`src/rtl/hazard_pkg.sv`:
```
// Shared types and constants for the pipeline hazard controller.
package hazard_pkg;

    // E-stage operand source selects.
    localparam logic [1:0] FWD_RF = 2'b00;
    localparam logic [1:0] FWD_W  = 2'b01;
    localparam logic [1:0] FWD_M  = 2'b10;

    // Multiply/divide occupancy tracker states.
    typedef enum logic {
        MD_IDLE = 1'b0,
        MD_RUN  = 1'b1
    } md_state_t;

    // Larger of two latencies; sizes the MD down-counter.
    function automatic int max_lat(input int a, input int b);
        return (a > b) ? a : b;
    endfunction

endpackage

```
`src/rtl/hazard_sb_md_tracker.sv`:
```
// Multiply/divide unit occupancy tracker.
//
// state   | meaning
// --------+-----------------------------------------------------------
// MD_IDLE | unit free; an accepted start loads the latency counter
// MD_RUN  | unit busy; counter counts down to 1, then done pulses
//
// The counter runs independently of pipeline stalls. abort (exception)
// drops an in-flight op with no done pulse.
module md_tracker
    import hazard_pkg::*;
#(
    parameter int MUL_LAT = 2,
    parameter int DIV_LAT = 34
) (
    input  logic clk,
    input  logic rst,
    input  logic start,
    input  logic is_div,
    input  logic abort,
    output logic busy,
    output logic done
);

    localparam int CNT_W = $clog2(max_lat(MUL_LAT, DIV_LAT) + 1);
    localparam logic [CNT_W-1:0] MUL_CNT = CNT_W'(MUL_LAT);
    localparam logic [CNT_W-1:0] DIV_CNT = CNT_W'(DIV_LAT);
    localparam logic [CNT_W-1:0] CNT_ONE = CNT_W'(1);

    md_state_t        state, state_nxt;
    logic [CNT_W-1:0] cnt, cnt_nxt;
    logic             done_q, done_nxt;

    // Next-state, counter and done-pulse logic; abort overrides everything.
    always_comb begin
        state_nxt = state;
        cnt_nxt   = cnt;
        done_nxt  = 1'b0;
        case (state)
            MD_IDLE: begin
                if (start) begin
                    state_nxt = MD_RUN;
                    cnt_nxt   = is_div ? DIV_CNT : MUL_CNT;
                end
            end
            MD_RUN: begin
                if (cnt == CNT_ONE) begin
                    state_nxt = MD_IDLE;
                    cnt_nxt   = '0;
                    done_nxt  = 1'b1;
                end else begin
                    cnt_nxt = cnt - CNT_ONE;
                end
            end
            default: begin
                state_nxt = MD_IDLE;
                cnt_nxt   = '0;
            end
        endcase
        if (abort) begin
            state_nxt = MD_IDLE;
            cnt_nxt   = '0;
            done_nxt  = 1'b0;
        end
    end

    // State, counter and registered done pulse.
    always_ff @(posedge clk) begin
        if (rst) begin
            state  <= MD_IDLE;
            cnt    <= '0;
            done_q <= 1'b0;
        end else begin
            state  <= state_nxt;
            cnt    <= cnt_nxt;
            done_q <= done_nxt;
        end
    end

    assign busy = (state == MD_RUN);
    assign done = done_q;

endmodule

```
`src/rtl/hazard_sb.sv`:
```
// Five-stage MIPS hazard controller: forwarding selects, hazard stalls,
// memory-wait freeze, exception flush and MD-unit tracking.
module hazard_sb
    import hazard_pkg::*;
#(
    parameter int REG_AW  = 5,
    parameter int MUL_LAT = 2,
    parameter int DIV_LAT = 34
) (
    input  logic              clk,
    input  logic              rst,
    input  logic [REG_AW-1:0] rsD,
    input  logic [REG_AW-1:0] rtD,
    input  logic              branchD,
    input  logic              jrD,
    input  logic              hilotoregD,
    input  logic              mdstartD,
    input  logic [REG_AW-1:0] rsE,
    input  logic [REG_AW-1:0] rtE,
    input  logic [REG_AW-1:0] writeregE,
    input  logic              regwriteE,
    input  logic              memtoregE,
    input  logic              mdstartE,
    input  logic              divE,
    input  logic [REG_AW-1:0] writeregM,
    input  logic              regwriteM,
    input  logic              memtoregM,
    input  logic [REG_AW-1:0] writeregW,
    input  logic              regwriteW,
    input  logic              imem_stall,
    input  logic              dmem_stall,
    input  logic              exc_flush,
    output logic              forwardaD,
    output logic              forwardbD,
    output logic [1:0]        forwardaE,
    output logic [1:0]        forwardbE,
    output logic              stallF,
    output logic              stallD,
    output logic              stallE,
    output logic              stallM,
    output logic              stallW,
    output logic              flushD,
    output logic              flushE,
    output logic              flushM,
    output logic              md_busy,
    output logic              md_done
);

    logic lu_stall, br_stall, brld_stall, md_stall, h_stall;
    logic mem_stall;
    logic md_start;

    // E-stage forwarding: M result wins over W; register 0 never forwards.
    always_comb begin
        forwardaE = FWD_RF;
        if (rsE != '0 && regwriteM && rsE == writeregM)
            forwardaE = FWD_M;
        else if (rsE != '0 && regwriteW && rsE == writeregW)
            forwardaE = FWD_W;

        forwardbE = FWD_RF;
        if (rtE != '0 && regwriteM && rtE == writeregM)
            forwardbE = FWD_M;
        else if (rtE != '0 && regwriteW && rtE == writeregW)
            forwardbE = FWD_W;
    end

    // D-stage forwarding of the M result into the branch comparator.
    always_comb begin
        forwardaD = (rsD != '0) && regwriteM && (rsD == writeregM);
        forwardbD = (rtD != '0) && regwriteM && (rtD == writeregM);
    end

    // Hazard detection: load-use, branch-on-ALU, branch-on-load, HI/LO busy.
    always_comb begin
        lu_stall   = memtoregE && regwriteE && (writeregE != '0) &&
                     ((writeregE == rsD) || (writeregE == rtD));
        br_stall   = (branchD || jrD) && regwriteE && (writeregE != '0) &&
                     ((writeregE == rsD) || (writeregE == rtD));
        brld_stall = (branchD || jrD) && memtoregM && (writeregM != '0) &&
                     ((writeregM == rsD) || (writeregM == rtD));
        md_stall   = (hilotoregD || mdstartD) && (md_busy || mdstartE);
        h_stall    = lu_stall || br_stall || brld_stall || md_stall;
    end

    assign mem_stall = imem_stall || dmem_stall;

    // Stage control priority: exception flush, memory freeze, hazard bubble.
    always_comb begin
        stallF = 1'b0;
        stallD = 1'b0;
        stallE = 1'b0;
        stallM = 1'b0;
        stallW = 1'b0;
        flushD = 1'b0;
        flushE = 1'b0;
        flushM = 1'b0;
        if (exc_flush) begin
            flushD = 1'b1;
            flushE = 1'b1;
            flushM = 1'b1;
        end else if (mem_stall) begin
            stallF = 1'b1;
            stallD = 1'b1;
            stallE = 1'b1;
            stallM = 1'b1;
            stallW = 1'b1;
        end else if (h_stall) begin
            stallF = 1'b1;
            stallD = 1'b1;
            flushE = 1'b1;
        end
    end

    // An MD op held in E by a memory freeze does not start until E moves.
    assign md_start = mdstartE && !stallE;

    md_tracker #(
        .MUL_LAT (MUL_LAT),
        .DIV_LAT (DIV_LAT)
    ) u_md_tracker (
        .clk    (clk),
        .rst    (rst),
        .start  (md_start),
        .is_div (divE),
        .abort  (exc_flush),
        .busy   (md_busy),
        .done   (md_done)
    );

endmodule

```
`config.mk`:
```
export PLATFORM = sky130hd
export DESIGN_NAME = hazard_sb
export DESIGN_NICKNAME = d
export VERILOG_FILES = /design/src/rtl/hazard_pkg.sv /design/src/rtl/hazard_sb_md_tracker.sv /design/src/rtl/hazard_sb.sv
export SDC_FILE = /design/constraint.sdc
export NUM_CORES = 1
export LEC_CHECK = 0
export CAP_MARGIN = 40
export CORE_MARGIN = 3
export CORE_UTILIZATION = 40
export DETAILED_ROUTE_END_ITERATION = 16
export GPL_ROUTABILITY_DRIVEN = 0
export PLACE_DENSITY = 0.95
export SLEW_MARGIN = 40
export SYNTH_ARGS = -nofsm -noshare
export SYNTH_HDL_FRONTEND = slang
export SYNTH_SLANG_ARGS = --single-unit
```
`constraint.sdc`:
```
create_clock -name clk -period 3.8 [get_ports clk]
set_input_delay 0.76 -clock clk [delete_from_list [all_inputs] [get_ports clk]]
set_output_delay 0.76 -clock clk [all_outputs]
set_load 0.01 [all_outputs]
```
# --- After elaboration in Yosys (flattened, before gate mapping) ---
# Index checks and enable logic that the tools add are counted.
classes:
  addsub: 1
  n_eq_ne: 12
  n_mux: 20
  bitwise: 1
  reduce_logical: 41
ops:
  columns: ["cell", "n"]
  rows:
  - ["5-bit == test", 10]
  - ["5-bit nonzero test", 6]
  - ["1-bit logical AND", 23]
  - ["6-bit 2-to-1 mux", 3]
  - ["1-bit 2-to-1 mux", 13]
  - ["6-bit case mux with 2 select lines", 1]
  - ["1-bit logical OR", 9]
  - ["6-bit by 1-bit == test with 1-bit output (second input constant)", 1]
  - ["6-bit by 1-bit subtractor with 6-bit output (second input constant)", 1]
  - ["2-bit 2-to-1 mux", 2]
  - ["3-bit OR reduction", 1]
  - ["2-bit inequality test (second input constant)", 1]
  - ["1-bit case mux with 2 select lines", 1]
  - ["2-bit OR reduction", 1]
  - ["1-bit logical NOT", 1]
  - ["1-bit inverter", 1]
totals:
  register_bits: 8
  out_inout_bits: 16
  word_cells: 78

# --- Longest topological paths before layout ---
depth:
  ltp_word: 10
  mapped_depth: 7
  depth_no_buf: 6

# --- Cells and area by module ---
# From an unflattened synthesis, not the netlist that was laid out.
hier_totals:
  hier_cells: 140
  hier_area_um2: 1118.6
modules_own_cells:
  columns: ["module", "n_inst", "cells_per_inst", "area_each_um2"]
  rows:
  - ["hazard_sb", 1, 93, 706.9]
  - ["md_tracker", 1, 47, 411.6]

# --- Worst setup path before layout ---
# No wires, ideal clock.
synth_timing:
  path_type: "input -> output"
  startpoint: "in writeregM[4]"
  endpoint: "out stallF"
  arrival_ps: 1996
  required_time_ps: 3040
  setup_slack_ps: 1044
  path_stages: 7
  path_cell_list: "buf_2 > xnor2_1 > nand3_1 > nor3_1 > o21ai_0 > a41oi_1 > buf_4"
synth_between:
  elab_chain_len: 8
synth_rtl:
  columns: ["element", "line_no", "rtl"]
  rows:
  - ["start: declaration", "hazard_sb.sv:25", "input logic [REG_AW-1:0] writeregM,"]
  - ["5-bit == test / 5-bit nonzero test (equally long branches)", "hazard_sb.sv:81, hazard_sb.sv:80", null]
  - ["1-bit logical OR / 1-bit logical AND (equally long branches)", "hazard_sb.sv:81, hazard_sb.sv:80", null]
  - ["1-bit logical AND (*)", "hazard_sb.sv:80", "brld_stall = (branchD || jrD) && memtoregM && (writeregM != '0) &&"]
  - ["1-bit logical OR (*) (2 in a row)", "hazard_sb.sv:83", "h_stall = lu_stall || br_stall || brld_stall || md_stall;"]
  - ["1-bit 2-to-1 mux (*) (3 in a row)", null, null]
  - ["end: declaration", "hazard_sb.sv:37", "output logic stallF,"]
# Every way passes the cells marked *; elsewhere a longest branch is shown, timed or not.

# --- Final worst setup path ---
layout_timing:
  startpoint: "in rtD[4]"
  endpoint: "out stallD"
layout_between:
  elab_chain_len: 9
layout_rtl:
  columns: ["element", "line_no", "rtl"]
  rows:
  - ["start: declaration", "hazard_sb.sv:13", "input logic [REG_AW-1:0] rtD,"]
  - ["5-bit == test", "hazard_sb.sv:77, hazard_sb.sv:79", null]
  - ["1-bit logical OR", "hazard_sb.sv:77, hazard_sb.sv:79", null]
  - ["1-bit logical AND, on equally long branches", "hazard_sb.sv:76, hazard_sb.sv:78", null]
  - ["1-bit logical OR", "hazard_sb.sv:83", null]
  - ["1-bit logical OR (*) (2 in a row)", "hazard_sb.sv:83", null]
  - ["1-bit 2-to-1 mux (*)", "hazard_sb.sv:108", "end else if (h_stall) begin"]
  - ["1-bit 2-to-1 mux (*)", "hazard_sb.sv:102", "end else if (mem_stall) begin"]
  - ["1-bit 2-to-1 mux (*)", "hazard_sb.sv:98", "if (exc_flush) begin"]
  - ["end: declaration", "hazard_sb.sv:38", "output logic stallD,"]
# Marks and branches as above.

==> impl_metrics.py <==
metrics = {
    "logic_synthesis": {
        "synth.top_cell.area_share_pct": 22.5,
        "synth_edf_count": 0,
        "synthDistinctLibCells": 34,
        "synth_seq_cells": 8,
        "seq_area_frac_synth_pct": 14.7,
        "synthFlopType": "dfxtp_1",
        "syn_avg_cell_area_um2": 7.85,
        "synth_nets": 192,
        "yosys_warnings": 0,
        "netlist_area_um2": 1090,
        "synth_top_cell_by_area": "xnor2_1",
        "synth_cells": 139,
        "yosysMostFrequentCell": "xnor2_1",
        "synthArstFlopShare_pct": 0,
        "ys_top_cells_by_count": "28 x xnor2_1, 12 x xor2_1, 9 x nand2_1, 8 x dfxtp_1, 8 x nor3_1",
        "synth_area_leaders": "xnor2_1 22%, dfxtp_1 15%, xor2_1 9.6%",
    },
    "job": {
        "cap_violations": 0,
    },
    "clocking": {
        "clk_pin_slew_ns": 0.05,
        "ctsResizeCount": 0,
        "clk_path_buf_depth": 2,
        "cts_num_sinks": 8,
        "clk_latency_ns": 0.25,
        "cts_tree": "yes",
        "cts_buffers": 3,
        "htreeDepth": 1,
        "hold_buffers": 0,
        "post_cts_buffers": 0,
        "cts_root_buffer": "clkbuf_4",
    },
    "worst_setup_path": {
        "critPathMaxFanout": 3,
        "r2r_end": "u_md_tracker.cnt[5]",
        "r2r-start": "u_md_tracker.cnt[3]",
        "crit_type": "in2out",
        "rr_worst_depth": 5,
        "crit_path_start_kind": "input port",
        "worstPathArrival_ns": 2.82,
        "required_ns": 3.04,
        "endpoint_kind": "output port",
        "r2r_slack_ns": 2.30,
    },
    "route": {
        "vias": 1247,
        "firstDrtPassIters": 4,
        "avgRoutedWirePerCell_um": 14.1,
        "drt_iter0_markers": 47,
        "drc": 0,
        "routed_via_density": 5.42,
        "wl_um": 3250,
        "antenna_left": 0,
    },
    "layout": {
        "area_delta_synth_final_pct": 62.3,
        "nets": 255,
        "final_area_um2": 1770,
        "drive_above_1_share_pct": 8.00,
        "diodes": 0,
    },
    "placed_design": {
        "post-dp-hpwl_um": 2850,
        "io_buffers": 66,
        "placedInstanceArea_um2": 1750,
    },
    "global_routing": {
        "gr-max-usage-layer": "met2",
        "grt_pass1_vias": 1222,
        "antenna_found_initial": 0,
        "grt_pass1_wl_um": 5290,
        "grt-ovfl-total": 0,
        "use_met2_pct": 35.6,
        "gr-usage-met1_pct": 23.6,
        "grt_usage_pct": 19.6,
        "grt_max_degree": 9,
        "met3_usage_pct": 3.12,
    },
    "sta": {
        "fmax_ghz": 0.279,
        "min_period_ns": 3.58,
        "fin_crit_sh_pct": 94.3,
        "drv_slew": 0,
        "max_slew.worst_pin.slew_ns": 0.445,
        "tns_ns": 0,
        "relSlewSlack_pct": 70.3,
        "finalHoldViolations": 0,
        "fin_skew_ns": 0.000491,
        "rsz0062_at_grt": "false",
        "setup_viol": 0,
    },
    "floorplan": {
        "die-area_um2": 3390,
        "initial_core_util_pct": 42.9,
        "core_area_um2": 2540,
        "chipHeight_um": 58.2,
        "io_pins": 67,
        "rows": 18,
        "die_w_um": 58.2,
    },
    "pwr": {
        "p_leak_nw": 0.604,
        "p_per_area_nw_per_um2": 180,
        "ir_drop_mv": 0.195,
    },
    "hold_path": {
        "hp-class": "reg2reg",
        "worstHoldStart": "u_md_tracker.cnt[5]",
        "hold-path-cell-count": 2,
        "hold_end": "u_md_tracker.cnt[5]",
    },
    "status": {
        "status": "finished, final reports clean",
    },
}
==> cells by family (layout without fill, tap and decap cells) <==
logic type                 Yosys count  count (layout)  synth area share (%)
and+or+nand+nor                     45              45                  24.9
muxes                                1               1                 0.917
AOI/OAI and AO/OA                   26              26                  17.0
buffers and inverters               17              78                  8.14
DFF                                  8               8                  14.7
adders and majority gates            2               2                  2.29
xor gates and xnor gates            40              40                  32.1
==> worst max-delay path, cell delays in order <==
cell and delay, ns:
clkdlybuf4s50_1 0.57, xnor2_1 0.14, nand3_1 0.10, nor3_1 0.26
o21ai_0 0.17, a41oi_1 0.25, clkdlybuf4s50_1 0.57
==> metrics by stage <==
step	hold WS [ns]	cells	utilization, %	power, mW	setup slack (ns)
after floorplan	0.450	139	-	0.168	1.04
after global placement	0.468	227	68.6	0.253	0.199
after detailed placement	0.476	227	68.6	0.257	0.116
after CTS	0.484	230	69.5	0.324	0.110
after global routing	0.522	230	69.6	0.338	0.0217
final	0.481	230	69.6	0.319	0.216
==> power breakdown <==
| group | total (mW) | leakage [nW] | internal [mW] | switching (mW) |
|---|---|---|---|---|
| combinational | 0.167 | 0.526 | 0.0974 | 0.0691 |
| clock | 0.0644 | 0.0138 | 0.0361 | 0.0283 |
| sequential | 0.0886 | 0.0649 | 0.0862 | 0.00237 |
| total | 0.319 | 0.604 | 0.220 | 0.0998 |
==> worst max-delay path by stage <==
stage | start | end | slack (ns) | cells after the start
after global routing | rsD[4] | stallF | 0.02 | 7
after detailed placement | writeregM[3] | stallD | 0.12 | 7
after CTS | writeregM[3] | stallD | 0.11 | 7
after global placement | writeregM[1] | stallF | 0.20 | 7
after floorplan | writeregM[4] | stallF | 1.04 | 7
final | rtD[4] | stallD | 0.22 | 7
==> flip-flops by register name (all words and copies together) (netlist names) <==
signal	cells
u_md_tracker.cnt	6
u_md_tracker.busy	1
u_md_tracker.done	1
==> cell usage in the layout, fill, tap and decap left out <==
master / Yosys / layout
clkdlybuf4s50_1: 0 / 65
xnor2_1: 28 / 28
xor2_1: 12 / 12
nand2_1: 9 / 9
nor3_1: 8 / 8
dfxtp_1: 8 / 8
inv_1: 6 / 6
nand3_1: 6 / 6
nor2_1: 6 / 6
a21oi_1: 6 / 6
o21ai_0: 5 / 5
nand4_1: 4 / 4
nor4_2: 4 / 4
clkbuf_4: 0 / 3
buf_4: 5 / 3
or4_4: 2 / 2
nor2_4: 2 / 2
or3_1: 2 / 2
o311a_1: 2 / 2
a41oi_1: 2 / 2
a311oi_1: 2 / 2
ha_1: 2 / 2
o21bai_1: 1 / 1
o31ai_1: 1 / 1
o22ai_1: 1 / 1
or2_2: 1 / 1
mux2i_1: 1 / 1
a31oi_2: 1 / 1
a31oi_1: 1 / 1
a221oi_1: 1 / 1
and3_1: 1 / 1
o31a_1: 1 / 1
a32o_1: 1 / 1
a211oi_1: 1 / 1
dlymetal6s2s_1: 0 / 1
==> layout make-up <==
type                            instances  area (um^2)
Multi-Input combinational cell        114          842
Fill cell                             195          774
Timing Repair Buffer                   69          686
Sequential cell                         8          160
Tap cell                               30         37.5
Clock buffer                            3         22.5
Inverter                                6         22.5
==> metal layers <==
layer / share of wire, % / vias up
li1: - / 618
met1: 42 / 570
met2: 50 / 57
met3: 7.9 / 2
met4: 0.49 / 0
met5: 0 / -
Note: power is estimated with default switching activity, not from simulation.
